### config.mk
export PLATFORM = sky130hd
export DESIGN_NAME = mem_port_arbiter_flat
export DESIGN_NICKNAME = d
export VERILOG_FILES = /design/src/rtl/mem_port_arbiter_if.sv /design/src/rtl/mem_port_arbiter.sv /design/src/flat_wrapper.sv
export SDC_FILE = /design/constraint.sdc
export NUM_CORES = 1
export LEC_CHECK = 0
export ABC_AREA = 1
export BUFFER_PORTS_ARGS = -buffer_cell sky130_fd_sc_hd__buf_2
export CORE_AREA = 2 2 123 125
export DETAILED_ROUTE_END_ITERATION = 6
export DIE_AREA = 0 0 125 127
export SYNTH_ARGS = -nofsm -noshare
export SYNTH_HDL_FRONTEND = slang
export SYNTH_SLANG_ARGS = --single-unit
### constraint.sdc
create_clock -name clk -period 2.3 [get_ports clk]
set_input_delay 0.345 -clock clk [delete_from_list [all_inputs] [get_ports clk]]
set_output_delay 0.345 -clock clk [all_outputs]
set_load 0.005 [all_outputs]
### src/rtl/mem_port_arbiter_if.sv
// Simple memory request/response bundle shared by requesters and the
// downstream port. master drives the request fields, slave the response.
interface mem_port_arbiter_if #(
  parameter int XLEN = 32
);
  logic            req;
  logic            we;
  logic [XLEN-1:0] addr;
  logic [XLEN-1:0] wdata;
  logic [3:0]      wstrb;
  logic            ready;
  logic            valid;
  logic [XLEN-1:0] rdata;

  modport master (
    output req,
    output we,
    output addr,
    output wdata,
    output wstrb,
    input  ready,
    input  valid,
    input  rdata
  );

  modport slave (
    input  req,
    input  we,
    input  addr,
    input  wdata,
    input  wstrb,
    output ready,
    output valid,
    output rdata
  );
endinterface

### src/rtl/mem_port_arbiter.sv
// Core/debug arbiter for a single memory port: one outstanding
// transaction, round-robin or debug-priority, sticky watchdog flag.
module mem_port_arbiter #(
  parameter int XLEN           = 32,
  parameter int DBG_PRIORITY   = 0,
  parameter int TIMEOUT_CYCLES = 1024,
  parameter int CNT_W          = 11
) (
  input  logic               clk,
  input  logic               rst_n,
  mem_port_arbiter_if.slave  c_if,
  mem_port_arbiter_if.slave  d_if,
  mem_port_arbiter_if.master m_if,
  output logic               owner,
  output logic               busy,
  output logic               timeout_flag,
  input  logic               timeout_clr
);

  typedef enum logic [1:0] {
    IDLE  = 2'd0,
    ISSUE = 2'd1,
    WAIT  = 2'd2
  } state_e;

  localparam logic [CNT_W-1:0] TMO = CNT_W'(TIMEOUT_CYCLES);

  state_e            state_q, state_d;
  logic              m_req_q, m_req_d;
  logic              m_we_q, m_we_d;
  logic [XLEN-1:0]   m_addr_q, m_addr_d;
  logic [XLEN-1:0]   m_wdata_q, m_wdata_d;
  logic [3:0]        m_wstrb_q, m_wstrb_d;
  logic              owner_q, owner_d;
  logic              last_owner_q, last_owner_d;
  logic [CNT_W-1:0]  cnt_q, cnt_d;
  logic              flag_q, flag_d;

  logic              any_req;
  logic              win;
  logic              flag_set;
  logic              ready_p;
  logic              valid_p;

  always_ff @(posedge clk or negedge rst_n) begin
    if (!rst_n) begin
      state_q      <= IDLE;
      m_req_q      <= 1'b0;
      m_we_q       <= 1'b0;
      m_addr_q     <= '0;
      m_wdata_q    <= '0;
      m_wstrb_q    <= '0;
      owner_q      <= 1'b0;
      last_owner_q <= 1'b1;
      cnt_q        <= '0;
      flag_q       <= 1'b0;
    end else begin
      state_q      <= state_d;
      m_req_q      <= m_req_d;
      m_we_q       <= m_we_d;
      m_addr_q     <= m_addr_d;
      m_wdata_q    <= m_wdata_d;
      m_wstrb_q    <= m_wstrb_d;
      owner_q      <= owner_d;
      last_owner_q <= last_owner_d;
      cnt_q        <= cnt_d;
      flag_q       <= flag_d;
    end
  end

  // win: 0 = core, 1 = debug
  always_comb begin
    any_req = c_if.req | d_if.req;
    win     = 1'b0;
    unique case (1'b1)
      (c_if.req && !d_if.req): win = 1'b0;
      (!c_if.req && d_if.req): win = 1'b1;
      (c_if.req && d_if.req):
        win = (DBG_PRIORITY != 0) ? 1'b1 : ~last_owner_q;
      default:                 win = 1'b0;
    endcase
  end

  always_comb begin
    state_d      = state_q;
    m_req_d      = m_req_q;
    m_we_d       = m_we_q;
    m_addr_d     = m_addr_q;
    m_wdata_d    = m_wdata_q;
    m_wstrb_d    = m_wstrb_q;
    owner_d      = owner_q;
    last_owner_d = last_owner_q;
    cnt_d        = cnt_q;
    flag_set     = 1'b0;

    unique case (state_q)
      IDLE: begin
        if (any_req) begin
          state_d      = ISSUE;
          m_req_d      = 1'b1;
          m_we_d       = win ? d_if.we    : c_if.we;
          m_addr_d     = win ? d_if.addr  : c_if.addr;
          m_wdata_d    = win ? d_if.wdata : c_if.wdata;
          m_wstrb_d    = win ? d_if.wstrb : c_if.wstrb;
          owner_d      = win;
          last_owner_d = win;
          cnt_d        = '0;
        end
      end
      ISSUE: begin
        if (m_if.ready) begin
          m_req_d = 1'b0;
          state_d = m_if.valid ? IDLE : WAIT;
        end
      end
      WAIT: begin
        if (m_if.valid) begin
          state_d = IDLE;
        end
      end
      default: state_d = IDLE;
    endcase

    // Flag fires only on the step onto the limit, not while saturated
    if (state_q != IDLE && cnt_q != TMO) begin
      cnt_d    = cnt_q + 1'b1;
      flag_set = (cnt_q == TMO - 1'b1);
    end

    flag_d = flag_set | (flag_q & ~timeout_clr);
  end

  always_comb begin
    ready_p = (state_q == ISSUE) && m_if.ready;
    valid_p = (ready_p && m_if.valid) ||
              ((state_q == WAIT) && m_if.valid);
  end

  assign c_if.ready  = ready_p & ~owner_q;
  assign d_if.ready  = ready_p & owner_q;
  assign c_if.valid  = valid_p & ~owner_q;
  assign d_if.valid  = valid_p & owner_q;
  assign c_if.rdata  = (valid_p && !owner_q) ? m_if.rdata : '0;
  assign d_if.rdata  = (valid_p && owner_q)  ? m_if.rdata : '0;

  assign m_if.req    = m_req_q;
  assign m_if.we     = m_we_q;
  assign m_if.addr   = m_addr_q;
  assign m_if.wdata  = m_wdata_q;
  assign m_if.wstrb  = m_wstrb_q;

  assign owner        = owner_q;
  assign busy         = (state_q != IDLE);
  assign timeout_flag = flag_q;

endmodule
### src/flat_wrapper.sv
// flat-port wrapper written by rule: the top's interface ports become plain ports
module mem_port_arbiter_flat 
#(
  parameter int XLEN           = 32,
  parameter int DBG_PRIORITY   = 0,
  parameter int TIMEOUT_CYCLES = 1024,
  parameter int CNT_W          = 11
)
  (clk, rst_n, owner, busy, timeout_flag, timeout_clr, c_if_req, c_if_we, c_if_addr, c_if_wdata, c_if_wstrb, c_if_ready, c_if_valid, c_if_rdata, d_if_req, d_if_we, d_if_addr, d_if_wdata, d_if_wstrb, d_if_ready, d_if_valid, d_if_rdata, m_if_req, m_if_we, m_if_addr, m_if_wdata, m_if_wstrb, m_if_ready, m_if_valid, m_if_rdata);
  mem_port_arbiter_if #(.XLEN(XLEN)) c_if_i ();
  mem_port_arbiter_if #(.XLEN(XLEN)) d_if_i ();
  mem_port_arbiter_if #(.XLEN(XLEN)) m_if_i ();
  input  logic clk;
  input  logic rst_n;
  output logic owner;
  output logic busy;
  output logic timeout_flag;
  input  logic timeout_clr;
  input wire logic [$bits(c_if_i.req)-1:0] c_if_req;
  input wire logic [$bits(c_if_i.we)-1:0] c_if_we;
  input wire logic [$bits(c_if_i.addr)-1:0] c_if_addr;
  input wire logic [$bits(c_if_i.wdata)-1:0] c_if_wdata;
  input wire logic [$bits(c_if_i.wstrb)-1:0] c_if_wstrb;
  output wire logic [$bits(c_if_i.ready)-1:0] c_if_ready;
  output wire logic [$bits(c_if_i.valid)-1:0] c_if_valid;
  output wire logic [$bits(c_if_i.rdata)-1:0] c_if_rdata;
  input wire logic [$bits(d_if_i.req)-1:0] d_if_req;
  input wire logic [$bits(d_if_i.we)-1:0] d_if_we;
  input wire logic [$bits(d_if_i.addr)-1:0] d_if_addr;
  input wire logic [$bits(d_if_i.wdata)-1:0] d_if_wdata;
  input wire logic [$bits(d_if_i.wstrb)-1:0] d_if_wstrb;
  output wire logic [$bits(d_if_i.ready)-1:0] d_if_ready;
  output wire logic [$bits(d_if_i.valid)-1:0] d_if_valid;
  output wire logic [$bits(d_if_i.rdata)-1:0] d_if_rdata;
  output wire logic [$bits(m_if_i.req)-1:0] m_if_req;
  output wire logic [$bits(m_if_i.we)-1:0] m_if_we;
  output wire logic [$bits(m_if_i.addr)-1:0] m_if_addr;
  output wire logic [$bits(m_if_i.wdata)-1:0] m_if_wdata;
  output wire logic [$bits(m_if_i.wstrb)-1:0] m_if_wstrb;
  input wire logic [$bits(m_if_i.ready)-1:0] m_if_ready;
  input wire logic [$bits(m_if_i.valid)-1:0] m_if_valid;
  input wire logic [$bits(m_if_i.rdata)-1:0] m_if_rdata;
  assign c_if_i.req = c_if_req;
  assign c_if_i.we = c_if_we;
  assign c_if_i.addr = c_if_addr;
  assign c_if_i.wdata = c_if_wdata;
  assign c_if_i.wstrb = c_if_wstrb;
  assign c_if_ready = c_if_i.ready;
  assign c_if_valid = c_if_i.valid;
  assign c_if_rdata = c_if_i.rdata;
  assign d_if_i.req = d_if_req;
  assign d_if_i.we = d_if_we;
  assign d_if_i.addr = d_if_addr;
  assign d_if_i.wdata = d_if_wdata;
  assign d_if_i.wstrb = d_if_wstrb;
  assign d_if_ready = d_if_i.ready;
  assign d_if_valid = d_if_i.valid;
  assign d_if_rdata = d_if_i.rdata;
  assign m_if_req = m_if_i.req;
  assign m_if_we = m_if_i.we;
  assign m_if_addr = m_if_i.addr;
  assign m_if_wdata = m_if_i.wdata;
  assign m_if_wstrb = m_if_i.wstrb;
  assign m_if_i.ready = m_if_ready;
  assign m_if_i.valid = m_if_valid;
  assign m_if_i.rdata = m_if_rdata;
  mem_port_arbiter #(.XLEN(XLEN), .DBG_PRIORITY(DBG_PRIORITY), .TIMEOUT_CYCLES(TIMEOUT_CYCLES), .CNT_W(CNT_W)) u_core (.clk(clk), .rst_n(rst_n), .c_if(c_if_i), .d_if(d_if_i), .m_if(m_if_i), .owner(owner), .busy(busy), .timeout_flag(timeout_flag), .timeout_clr(timeout_clr));
endmodule
==> impl_results.rst <==
.. list-table::
   :header-rows: 1

   * - Metric
     - Value
   * - Ratio of routed vias to standard cells
     - 4.589
   * - Worst Hold Class
     - primary input to asynchronous set/reset pin
   * - CP max stage cell
     - sky130_fd_sc_hd__dfrtp_1
   * - Quantity of I/O buffers inserted on ports
     - 317
   * - Avg Synthesized Cell Area
     - 7.225 µm²
   * - Die Height
     - 127 µm
   * - FF-to-FF Start
     - u_core.state_q[1]
   * - Category of the most critical setup path
     - flip-flop to output pin
   * - Maximum root-to-sink buffer count
     - 2
   * - First DRT Iteration DRCs
     - 132
   * - Routability congestion estimate from global placement
     - 0.7947
   * - Final Instance Area
     - 0.006606 mm²
   * - Result of the run
     - finished with violations
   * - Ordered list of cells on the worst path
     - inv_2 > nor2_1 > nand2_1 > nand2_1 > nand2_2 > nor2_4 > inv_4 > nor2_1 > buf_2
   * - Biggest area consumer among synthesized cells
     - sky130_fd_sc_hd__dfrtp_1
   * - Cell Count, Final, Fillers Out
     - 1120
   * - Routed wire per std cell
     - 14.65 µm
   * - Area growth from synthesis to layout
     - 45.37%
   * - Maximum number of pins on one net before global-route repair
     - 70
   * - Synthesis warning total
     - 0
   * - Kind of cell with the highest combined delay on the critical path
     - simple AND/OR/NAND/NOR gates
   * - Setup repair bufs after CTS
     - 0
   * - Number of buffers created by CTS
     - 9
   * - Worst EP arrival
     - 1710 ps
   * - Worst path max stage delay
     - 400 ps
   * - Smallest setup slack after layout
     - 245.4 ps
   * - Mux cell area share after synthesis
     - 0%
   * - Filler cell count in the final layout
     - 1512
   * - Worst-case vdd ir drop
     - 0.4330 mV
   * - Count of nets left with antenna violations after detail routing
     - 0
   * - Instance count after placement with tap cells included
     - 1102
   * - Placed instance area
     - 0.006257 mm²
   * - Worst reg2reg endpoint
     - u_core.m_if.wdata[6]
   * - Final #Nets
     - 1108
   * - Layout cells sized above 1
     - 37.79%
   * - Synthesized instance count
     - 629
   * - Count of H-tree levels built during CTS
     - 3
   * - Final setup skew
     - 9.038 ps
   * - Max FO, Critical Path
     - 32
   * - Setup repair after global routing missed its margin
     - no
   * - Number of distinct standard cells referenced by the synthesized netlist
     - 24
   * - Post-Syn Nets
     - 808
   * - TNS Setup
     - 0 ps
   * - Final core utilization
     - 45.80%
   * - Setup Slack @ Placement
     - 465.0 ps
   * - Worst slew margin
     - 63.78%
   * - Synthesized-area fraction occupied by adder cells
     - 0.5507%
   * - Portion of the clock cycle consumed by the worst path in the final layout
     - 89.33%
   * - Compound-Gate Fraction of Synth Area
     - 15.69%
   * - Number of pins exceeding their max-slew limit in the final report
     - 0
   * - Via count
     - 5140
   * - Xor and xnor fraction of the mapped netlist area
     - 0.5782%
   * - Worst Path Buf+Inv
     - 3
   * - Post-cts sizing count
     - 0
   * - Data required, critical path
     - 1960 ps
   * - Worst skew pair latency
     - 330 ps
   * - Fin crit period
     - 2055 ps
   * - Hold WS
     - -18.43 ps
   * - Post-synthesis register bit count
     - 86
   * - Area of the die
     - 0.01588 mm²
   * - Vias in the first global route
     - 4983
   * - First-pass iteration count of the detailed router
     - 4
   * - Launching element type of the critical path
     - flip-flop
   * - DPL Wire Length
     - 12350 µm
   * - Clock Sinks
     - 86
   * - Final setup viols
     - 0
   * - Die span in x
     - 125 µm
   * - Post-cts hold buffer count
     - 0
   * - Pwr per Cell Area
     - 1114 mW/mm²
   * - Wire length after detailed routing
     - 16400 µm
   * - Standard-cell row count
     - 44
   * - Fin. Hold Viols
     - 27
   * - Initial antenna violation count
     - 4
   * - Starting density of the core
     - 31.51%
   * - Post-Synth Simple-Gate Area
     - 26.60%
   * - CTS tree
     - built
   * - Clock root buffer
     - sky130_fd_sc_hd__clkbuf_16
   * - Maximum operating frequency
     - 486.7 MHz
   * - Area of the core
     - 0.01442 mm²
   * - Mapped cell area
     - 0.004544 mm²
   * - Dominant combinational cell family by area after synthesis
     - simple AND/OR/NAND/NOR gates
   * - Type of destination of the critical path
     - output pin
   * - Fraction of synthesized cell area taken by the top area cell type
     - 46.81%
   * - Main area contributors after synthesis
     - sky130_fd_sc_hd__dfrtp_1 (47%), sky130_fd_sc_hd__nor2_1 (12%), sky130_fd_sc_hd__nand2_1 (10%)
   * - Seq/Total Area, Yosys
     - 47.38%
   * - Max Cap Violations
     - 0
   * - Wire length of the first global-routing pass
     - 25510 µm
   * - Ports placed on the boundary
     - 318
   * - Worst slew pin tran
     - 543.3 ps
   * - Violations in the final reports
     - hold timing
   * - Total routing usage reported by global routing
     - 20.10%
   * - Clock slew seen by the registers of the worst setup and hold paths
     - 70 ps
   * - Count of cells along the worst register-to-register path
     - 7
   * - # DRC
     - 0
   * - GR Overflow Total
     - 0
   * - Register-to-register setup slack
     - 610 ps
   * - Leak
     - 3.769 nW
-- synthesized netlist by cell type (all sizes together) --
| master | count |
|---|---|
| xor2 | 1 |
| ha | 2 |
| o31ai | 1 |
| nand3 | 19 |
| nor3 | 1 |
| nand4 | 2 |
| nand3b | 1 |
| a21oi | 1 |
| o21ai | 140 |
| clkbuf | 14 |
| buf | 24 |
| inv | 53 |
| nor2 | 155 |
| xnor2 | 2 |
| dfstp | 1 |
| dfrtp | 85 |
| nand2 | 127 |
-- sequential cells by signal (all words and copies together) (netlist names) --
name / count
u_core.m_if.req: 1
u_core.m_if.wstrb: 4
u_core.timeout_flag: 1
u_core.owner: 1
u_core.m_if.wdata: 32
u_core.last_owner_q: 1
u_core.m_if.addr: 32
u_core.state_q: 2
u_core.m_if.we: 1
u_core.cnt_q: 11
-- layout by cell type (no fill, tap or decap), types with 2 or more instances in the layout --
cell type and instances:
sky130_fd_sc_hd__nand4_1 2, sky130_fd_sc_hd__buf_2 316, sky130_fd_sc_hd__diode_2 2, sky130_fd_sc_hd__inv_2 3
sky130_fd_sc_hd__nor2_4 3, sky130_fd_sc_hd__bufinv_16 3, sky130_fd_sc_hd__xnor2_1 2, sky130_fd_sc_hd__dfrtp_1 85
sky130_fd_sc_hd__buf_4 8, sky130_fd_sc_hd__nor2_1 151, sky130_fd_sc_hd__ha_1 2, sky130_fd_sc_hd__o21ai_1 69
sky130_fd_sc_hd__clkbuf_1 2, sky130_fd_sc_hd__nand2_1 125, sky130_fd_sc_hd__inv_1 47, sky130_fd_sc_hd__nand2_2 2
sky130_fd_sc_hd__clkbuf_16 9, sky130_fd_sc_hd__buf_12 3, sky130_fd_sc_hd__inv_4 2, sky130_fd_sc_hd__o21ai_0 71
sky130_fd_sc_hd__nand3_1 19
-- stage by stage --
stage,hold WS [ps],total power [mW]
5_1_grt,14.89,8.000
2_1_floorplan,49.41,4.299
4_1_cts,1.279,7.475
6_report,-18.43,7.362
3_3_place_gp,359.0,5.740
3_5_place_dp,362.0,5.774
-- layout make-up --
| cell class | count | area [µm²] | area share [%] |
|---|---|---|---|
| clock buffers | 11 | 232.7 | 3.523 |
| inverters | 53 | 203.9 | 3.087 |
| well taps | 184 | 230.2 | 3.485 |
| diodes | 2 | 5.005 | 0.07576 |
| repair buffers | 327 | 1702 | 25.76 |
| flip-flops and latches | 86 | 2153 | 32.59 |
| multi-input cells | 452 | 1973 | 29.87 |
| clock inverters | 5 | 106.4 | 1.610 |
-- worst max path at each step --
stage,startpoint,end,slack (ps),depth (start not counted)
detailed placement,u_core.state_q[0],d_if_rdata[17],470,9
CTS,u_core.state_q[0],d_if_rdata[17],100,9
finish,u_core.state_q[0],d_if_rdata[17],250,9
floorplan,u_core.state_q[1],c_if_rdata[10],800,8
global placement,u_core.state_q[0],c_if_rdata[5],500,9
global route,u_core.state_q[1],d_if_rdata[22],60,8
-- report_power, final --
part | leakage [nW] | switching (mW) | internal (mW)
clock network | 0.160 | 0.602 | 1.07
logic | 2.55 | 1.80 | 1.26
registers | 1.06 | 0.417 | 2.22
total | 3.77 | 2.81 | 4.55
-- cell families (layout without fill, tap and decap cells) --
kind of cell               after synthesis  count (layout)
and+or+nand+nor                        305             305
other                                    0               2
DFF                                     86              86
xor gates and xnor gates                 3               3
adders and majority gates                2               2
buffers and inverters                   91             396
AOI/OAI and AO/OA                      142             142
-- layer usage --
metal	vias up	track usage [%]	wire, µm
met5	-	0	0
met4	0	6.471	363
met3	21	6.407	1396
met2	212	38.62	8667
met1	2327	20.66	5975
li1	2580	-	-
-- worst register-to-register path, stage by stage, from the launching register on --
cell                      delay (ps)
sky130_fd_sc_hd__dfrtp_1         420
sky130_fd_sc_hd__nor2_2          190
sky130_fd_sc_hd__inv_2            80
sky130_fd_sc_hd__nor2_4          280
sky130_fd_sc_hd__inv_2            70
sky130_fd_sc_hd__buf_4           300
sky130_fd_sc_hd__nand2_1         150
sky130_fd_sc_hd__o21ai_1          80
Power figures use the tool's default switching activity.
